`config.mk`:
```
export PLATFORM = sky130hd
export DESIGN_NAME = iter_divider_flat
export DESIGN_NICKNAME = d
export VERILOG_FILES = /design/src/rtl/iter_divider_if.sv /design/src/rtl/iter_divider.sv /design/src/flat_wrapper.sv
export SDC_FILE = /design/constraint.sdc
export NUM_CORES = 1
export LEC_CHECK = 0
export ABC_AREA = 1
export BUFFER_PORTS_ARGS = -buffer_cell sky130_fd_sc_hd__buf_2
export CAP_MARGIN = 30
export CORE_ASPECT_RATIO = 1.1
export CORE_MARGIN = 2
export CORE_UTILIZATION = 25
export CTS_CLUSTER_DIAMETER = 120
export CTS_CLUSTER_SIZE = 25
export DETAILED_ROUTE_END_ITERATION = 12
export GPL_ROUTABILITY_DRIVEN = 0
export MAX_ROUTING_LAYER = met4
export PLACE_DENSITY = 0.52
export SYNTH_ARGS = -nofsm -noshare
export SYNTH_HDL_FRONTEND = slang
export SYNTH_SLANG_ARGS = --single-unit
```
`constraint.sdc`:
```
create_clock -name clock -period 4.32 [get_ports clock]
set_clock_uncertainty 0.05 [all_clocks]
set_input_delay 0.648 -clock clock [delete_from_list [all_inputs] [get_ports clock]]
set_output_delay 0.648 -clock clock [all_outputs]
set_load 0.01 [all_outputs]
```
`src/rtl/iter_divider_if.sv`:
```
`default_nettype none
// ============================================================================
//  Module   : iter_divider_if
//  Purpose  : Start/operand/result bundle for the iterative divider.
//             master = requester (drives start and operands),
//             slave  = divider (drives result, remainder, flags).
//  Revision : 1.0 - initial release
// ============================================================================
interface iter_divider_if #(
  parameter int WIDTH = 32
);
  logic             ctrl_DIV;
  logic [WIDTH-1:0] data_operandA;
  logic [WIDTH-1:0] data_operandB;
  logic [WIDTH-1:0] data_result;
  logic [WIDTH-1:0] data_remainder;
  logic             data_exception;
  logic             data_resultRDY;
  logic             busy;

  modport master (
    output ctrl_DIV, data_operandA, data_operandB,
    input  data_result, data_remainder, data_exception, data_resultRDY, busy
  );

  modport slave (
    input  ctrl_DIV, data_operandA, data_operandB,
    output data_result, data_remainder, data_exception, data_resultRDY, busy
  );
endinterface
`default_nettype wire

```
`src/rtl/iter_divider.sv`:
```
`default_nettype none
// ============================================================================
//  Module   : iter_divider
//  Purpose  : Iterative restoring divider, STEPS quotient bits per clock.
//             Quotient/remainder/exception registered on the final edge,
//             with a one-cycle data_resultRDY pulse.
//  Options  : define ITER_DIVIDER_SIGNED_EN for two's-complement operands
//             (truncating division, most-negative/-1 flagged as overflow).
//  Revision : 1.0 - initial release
// ============================================================================
module iter_divider #(
  parameter int WIDTH = 32,
  parameter int STEPS = 1
) (
  input wire            clock,
  input wire            reset,
  iter_divider_if.slave bus
);

  localparam int N     = WIDTH / STEPS;
  localparam int CNT_W = $clog2(N + 1);

  typedef enum logic [1:0] {
    IDLE = 2'd0,
    RUN  = 2'd1,
    DONE = 2'd2
  } state_t;

  state_t             r_state;
  logic [CNT_W-1:0]   r_count;
  logic [WIDTH-1:0]   r_divisor;
  logic [2*WIDTH-1:0] r_acc;          // {partial remainder, quotient}
  logic [WIDTH-1:0]   r_result;
  logic [WIDTH-1:0]   r_remainder;
  logic               r_exception;
  logic               r_rdy;
  logic               r_busy;
  logic               r_dz_pending;   // divide-by-zero start waiting one edge for DONE

  logic [WIDTH-1:0]   w_a_mag;
  logic [WIDTH-1:0]   w_b_mag;
  logic [2*WIDTH-1:0] w_acc_next;
  logic [WIDTH-1:0]   w_q_final;
  logic [WIDTH-1:0]   w_r_final;
  logic               w_exc_final;

  // One restoring step. The bit shifted out of the upper half is kept as
  // the top of a WIDTH+1 bit partial so large unsigned divisors stay exact.
  function automatic logic [2*WIDTH-1:0] div_step(
    input logic [2*WIDTH-1:0] acc,
    input logic [WIDTH-1:0]   d
  );
    logic [WIDTH:0]     partial;
    logic [WIDTH:0]     diff;
    logic [2*WIDTH-1:0] sh;
    partial = acc[2*WIDTH-1:WIDTH-1];
    diff    = partial - {1'b0, d};
    sh      = {acc[2*WIDTH-2:0], 1'b0};
    if (!diff[WIDTH]) begin
      sh[2*WIDTH-1:WIDTH] = diff[WIDTH-1:0];
      sh[0]               = 1'b1;
    end
    return sh;
  endfunction

  // Chain STEPS restoring steps for a single RUN edge
  always_comb begin
    w_acc_next = r_acc;
    for (int s = 0; s < STEPS; s++) begin
      w_acc_next = div_step(w_acc_next, r_divisor);
    end
  end

`ifdef ITER_DIVIDER_SIGNED_EN
  localparam logic [WIDTH-1:0] c_most_neg = {1'b1, {(WIDTH-1){1'b0}}};

  logic r_neg_q;
  logic r_neg_r;
  logic r_ovf;
  logic w_ovf_start;

  assign w_a_mag     = bus.data_operandA[WIDTH-1] ? (~bus.data_operandA + 1'b1) : bus.data_operandA;
  assign w_b_mag     = bus.data_operandB[WIDTH-1] ? (~bus.data_operandB + 1'b1) : bus.data_operandB;
  assign w_ovf_start = (bus.data_operandA == c_most_neg) && (&bus.data_operandB);
  assign w_q_final   = r_ovf ? c_most_neg
                     : (r_neg_q ? (~r_acc[WIDTH-1:0] + 1'b1) : r_acc[WIDTH-1:0]);
  assign w_r_final   = r_ovf ? '0
                     : (r_neg_r ? (~r_acc[2*WIDTH-1:WIDTH] + 1'b1) : r_acc[2*WIDTH-1:WIDTH]);
  assign w_exc_final = r_ovf;
`else
  assign w_a_mag     = bus.data_operandA;
  assign w_b_mag     = bus.data_operandB;
  assign w_q_final   = r_acc[WIDTH-1:0];
  assign w_r_final   = r_acc[2*WIDTH-1:WIDTH];
  assign w_exc_final = 1'b0;
`endif

  // Control FSM, datapath registers and registered outputs
  always_ff @(posedge clock or negedge reset) begin
    if (!reset) begin
      r_state      <= IDLE;
      r_count      <= '0;
      r_divisor    <= '0;
      r_acc        <= '0;
      r_result     <= '0;
      r_remainder  <= '0;
      r_exception  <= 1'b0;
      r_rdy        <= 1'b0;
      r_busy       <= 1'b0;
      r_dz_pending <= 1'b0;
`ifdef ITER_DIVIDER_SIGNED_EN
      r_neg_q      <= 1'b0;
      r_neg_r      <= 1'b0;
      r_ovf        <= 1'b0;
`endif
    end else begin
      r_rdy <= 1'b0;
      if (bus.ctrl_DIV) begin
        // A start in any state (including RUN = abort) reloads everything
        r_divisor <= w_b_mag;
        r_acc     <= {{WIDTH{1'b0}}, w_a_mag};
        r_count   <= CNT_W'(N);
`ifdef ITER_DIVIDER_SIGNED_EN
        r_neg_q   <= bus.data_operandA[WIDTH-1] ^ bus.data_operandB[WIDTH-1];
        r_neg_r   <= bus.data_operandA[WIDTH-1];
        r_ovf     <= w_ovf_start;
`endif
        if (bus.data_operandB == '0) begin
          r_state      <= IDLE;
          r_busy       <= 1'b0;
          r_dz_pending <= 1'b1;
        end else begin
          r_state      <= RUN;
          r_busy       <= 1'b1;
          r_dz_pending <= 1'b0;
        end
      end else begin
        case (r_state)
          IDLE: begin
            if (r_dz_pending) begin
              r_state      <= DONE;
              r_dz_pending <= 1'b0;
              r_result     <= '0;
              r_remainder  <= '0;
              r_exception  <= 1'b1;
              r_rdy        <= 1'b1;
            end
          end
          RUN: begin
            if (r_count != '0) begin
              r_acc   <= w_acc_next;
              r_count <= r_count - CNT_W'(1);
            end else begin
              r_state     <= DONE;
              r_busy      <= 1'b0;
              r_rdy       <= 1'b1;
              r_result    <= w_q_final;
              r_remainder <= w_r_final;
              r_exception <= w_exc_final;
            end
          end
          DONE:    r_state <= IDLE;
          default: r_state <= IDLE;
        endcase
      end
    end
  end

  assign bus.data_result    = r_result;
  assign bus.data_remainder = r_remainder;
  assign bus.data_exception = r_exception;
  assign bus.data_resultRDY = r_rdy;
  assign bus.busy           = r_busy;

endmodule
`default_nettype wire

```
`src/flat_wrapper.sv`:
```
// flat-port wrapper written by rule: the top's interface ports become plain ports
module iter_divider_flat 
#(
  parameter int WIDTH = 32,
  parameter int STEPS = 1
)
  (clock, reset, bus_ctrl_DIV, bus_data_operandA, bus_data_operandB, bus_data_result, bus_data_remainder, bus_data_exception, bus_data_resultRDY, bus_busy);
  iter_divider_if #(.WIDTH(WIDTH)) bus_i ();
  input wire clock;
  input wire reset;
  input wire logic [$bits(bus_i.ctrl_DIV)-1:0] bus_ctrl_DIV;
  input wire logic [$bits(bus_i.data_operandA)-1:0] bus_data_operandA;
  input wire logic [$bits(bus_i.data_operandB)-1:0] bus_data_operandB;
  output wire logic [$bits(bus_i.data_result)-1:0] bus_data_result;
  output wire logic [$bits(bus_i.data_remainder)-1:0] bus_data_remainder;
  output wire logic [$bits(bus_i.data_exception)-1:0] bus_data_exception;
  output wire logic [$bits(bus_i.data_resultRDY)-1:0] bus_data_resultRDY;
  output wire logic [$bits(bus_i.busy)-1:0] bus_busy;
  assign bus_i.ctrl_DIV = bus_ctrl_DIV;
  assign bus_i.data_operandA = bus_data_operandA;
  assign bus_i.data_operandB = bus_data_operandB;
  assign bus_data_result = bus_i.data_result;
  assign bus_data_remainder = bus_i.data_remainder;
  assign bus_data_exception = bus_i.data_exception;
  assign bus_data_resultRDY = bus_i.data_resultRDY;
  assign bus_busy = bus_i.busy;
  iter_divider #(.WIDTH(WIDTH), .STEPS(STEPS)) u_core (.clock(clock), .reset(reset), .bus(bus_i));
endmodule
```
==> flow_summary.yaml <==
final_layout:
  nets: 1561
  drive_gt1_share_pct: 13.2
  synthToLayoutAreaGrowth_pct: 18.1
sta:
  rsz0062_at_grt: "false"
  hold_slack_ns: 0.191
  period_share_pct: 67.8
  hold_violations: 0
  setup_violations: 0
  slew_violations: 0
  fin_tns_setup_ns: 0
  min_period_ns: 2.93
  relSlewSlack_pct: 34.3
  tightest_slew_ns: 0.985
  fmax_mhz: 342
yosys:
  syn_inst: 1342
  ys_types: 36
  dominantRegCellSynth: "dfrtp_1"
  syn-num-nets: 1444
  syn_area_sq_um: 9760
  ys_top_cells_by_count: "nand2_1 (490), inv_1 (234), dfrtp_1 (172), o21ai_0 (102), nand3_1 (87)"
  synth-seq-cells: 172
  ys_seq_area_share_pct: 44.1
  yosys_warnings: 0
  synth_area_leader_cell: "dfrtp_1"
  async_flop_share_pct: 100
  synth.top_cells.by_area: "dfrtp_1 (44%), nand2_1 (19%), inv_1 (9.0%)"
  synth_top_area_share_pct: 44.1
  syn_avg_cell_area_sq_um: 7.27
  synthMostInstantiatedCell: "nand2_1"
  synth_edf_count: 0
worst_setup_path:
  crit_fanout: 31
  path_class: "reg -> reg"
  r2r_slack_ns: 1.39
  ff2ff_path_depth: 17
  r2r-start: "u_core.r_acc[31]$_DFFE_PN0P_"
  cp.required_ns: 4.64
  cp-start-kind: "register"
  arrival_ns: 3.25
  worstReg2RegEnd: "u_core.r_acc[42]$_DFFE_PN0P_"
  end_kind: "register"
clock_network:
  clk_latency_ns: 0.44
  cts_max_level: 4
  cts_tree: "built"
  clockBufferDepth: 2
  clk_pin_slew_ns: 0.08
  cts_num_sinks: 172
  holdBufCountCts: 0
  cts_buffers: 17
  cts_setup_buffers: 0
  cts_root_buffer: "clkbuf_16"
  cts-resized-gates: 0
routing:
  routed.top_layer: "met4"
  wl_met1_um: 13100
  wl_met3_um: 1540
  wirelength_um: 28100
  met2_length_um: 13000
  drt_iter0_markers: 594
  vias: 8644
  drcViolationCount: 0
  vias_per_cell: 4.38
  dr.pass1.iters: 5
  avgRoutedWirePerCell_um: 14.2
  ant_nets: 0
power_and_ir_drop:
  p_leak_nw: 6.38
  powerDensity_nw_per_um2: 412
  vdd_drop_max_v: 0.000318
die:
  start_util_pct: 25.5
  dieWidth_um: 192
  die-area_sq_um: 40600
  die_height_um: 211
  pin_count: 134
  coreArea_sq_um: 38300
  rows: 75
grt:
  grt.total_usage_pct: 14.4
  gr-total-overflow: 0
  grt_pass1_wl_um: 44600
  antenna_found_initial: 0
  grt_pass1_vias: 8488
  grt_max_degree: 101
run:
  drv_cap: 0
placed_design:
  port_buffers: 133
  hpwl_um: 20900
min_path:
  hold_class: "in -> async"
outcome:
  outcome: "finished clean"
-- power breakdown --
part | leakage, nW | internal [mW] | total [mW] | switching [mW]
sequential | 2.24 | 1.89 | 2.01 | 0.124
combinational | 3.86 | 0.394 | 1.17 | 0.777
clock | 0.281 | 0.780 | 1.57 | 0.791
total | 6.38 | 3.06 | 4.75 | 1.69
-- kinds of logic after synthesis --
family                   synth area share (%)
buffers and inverters                    11.6
XOR/XNOR                                 1.44
adder cells (fa/ha/maj)                  4.56
AO/OA/AOI/OAI                            10.2
flip-flops                               44.1
AND/OR/NAND/NOR                          28.1
-- worst max-delay path: stages (launching register included) --
cell and delay, ns:
dfrtp_1 0.33, inv_1 0.09, ha_1 0.25, fa_1 0.41, inv_1 0.09, nand2_1 0.05, nand2_1 0.07, nand3_1 0.08
nand2_2 0.11, nand2_1 0.07, nand2_2 0.09, nand2_2 0.08, nand3_2 0.06, buf_4 0.37, nand2_4 0.30, nand2_1 0.16
nand3_1 0.07, nand2_1 0.09
-- layer usage --
metal | vias to the layer above | global-route usage (%)
met3 | 23 | 2.48
met1 | 3993 | 18.5
met5 | - | -
li1 | 4428 | -
met2 | 200 | 23.4
met4 | 0 | 3.66
-- through the flow --
step	area [sq um]	instances	total power [mW]	util, %	worst slack (ns)
floorplan	9760	1342	2.77	-	2.16
detailed placement	10900	1940	3.23	28.5	1.43
global placement	10900	1938	3.19	28.4	1.49
CTS	11500	1972	4.82	30.1	1.39
global route	11500	1972	5.06	30.1	1.13
finish	11500	1973	4.75	30.1	1.39
-- sequential cells by signal, indices dropped and copies added (netlist names) --
signal                     flops
u_core.bus.data_resultRDY      1
u_core.r_count                 6
u_core.bus.data_result        32
u_core.r_dz_pending            1
u_core.r_state                 2
u_core.r_divisor              32
u_core.bus.data_remainder     32
u_core.bus.data_exception      1
u_core.bus.busy                1
u_core.r_acc                  64
-- cell type report --
cell class | instances | area, sq um
clock inverter | 15 | 178
inverter | 237 | 890
antenna | 1 | 2.50
tap | 500 | 626
timing repair buffer | 143 | 777
sequential | 172 | 4300
multi-input combinational | 888 | 4330
clock buffer | 17 | 425
fill | 4173 | 26800
-- layout by cell type, fill, tap and decap left out, drive strengths merged, types with 5 or more instances in the layout --
cell type	n
clkbuf	17
nand2	499
o21ai	103
nor3	10
ha	34
nor2	46
buf	143
inv	242
o221ai	31
a21oi	25
clkinv	7
nand3	88
xnor2	13
nand4	10
nor4	8
dfrtp	172
o21bai	5
-- how the worst max path moves through the flow --
stage	start	end	cells past startpoint
floorplan	u_core.r_acc[31]$_DFFE_PN0P_	u_core.r_acc[54]$_DFFE_PN0P_	16
global placement	u_core.r_acc[31]$_DFFE_PN0P_	u_core.r_acc[0]$_DFFE_PN0P_	16
detailed placement	u_core.r_count[0]$_DFFE_PN0P_	u_core.bus.data_result[26]$_DFFE_PN0P_	9
CTS	u_core.r_acc[31]$_DFFE_PN0P_	u_core.r_acc[45]$_DFFE_PN0P_	17
global route	u_core.r_acc[31]$_DFFE_PN0P_	u_core.r_acc[33]$_DFFE_PN0P_	17
finish	u_core.r_acc[31]$_DFFE_PN0P_	u_core.r_acc[42]$_DFFE_PN0P_	17
Note: power is estimated with default switching activity, not from simulation.
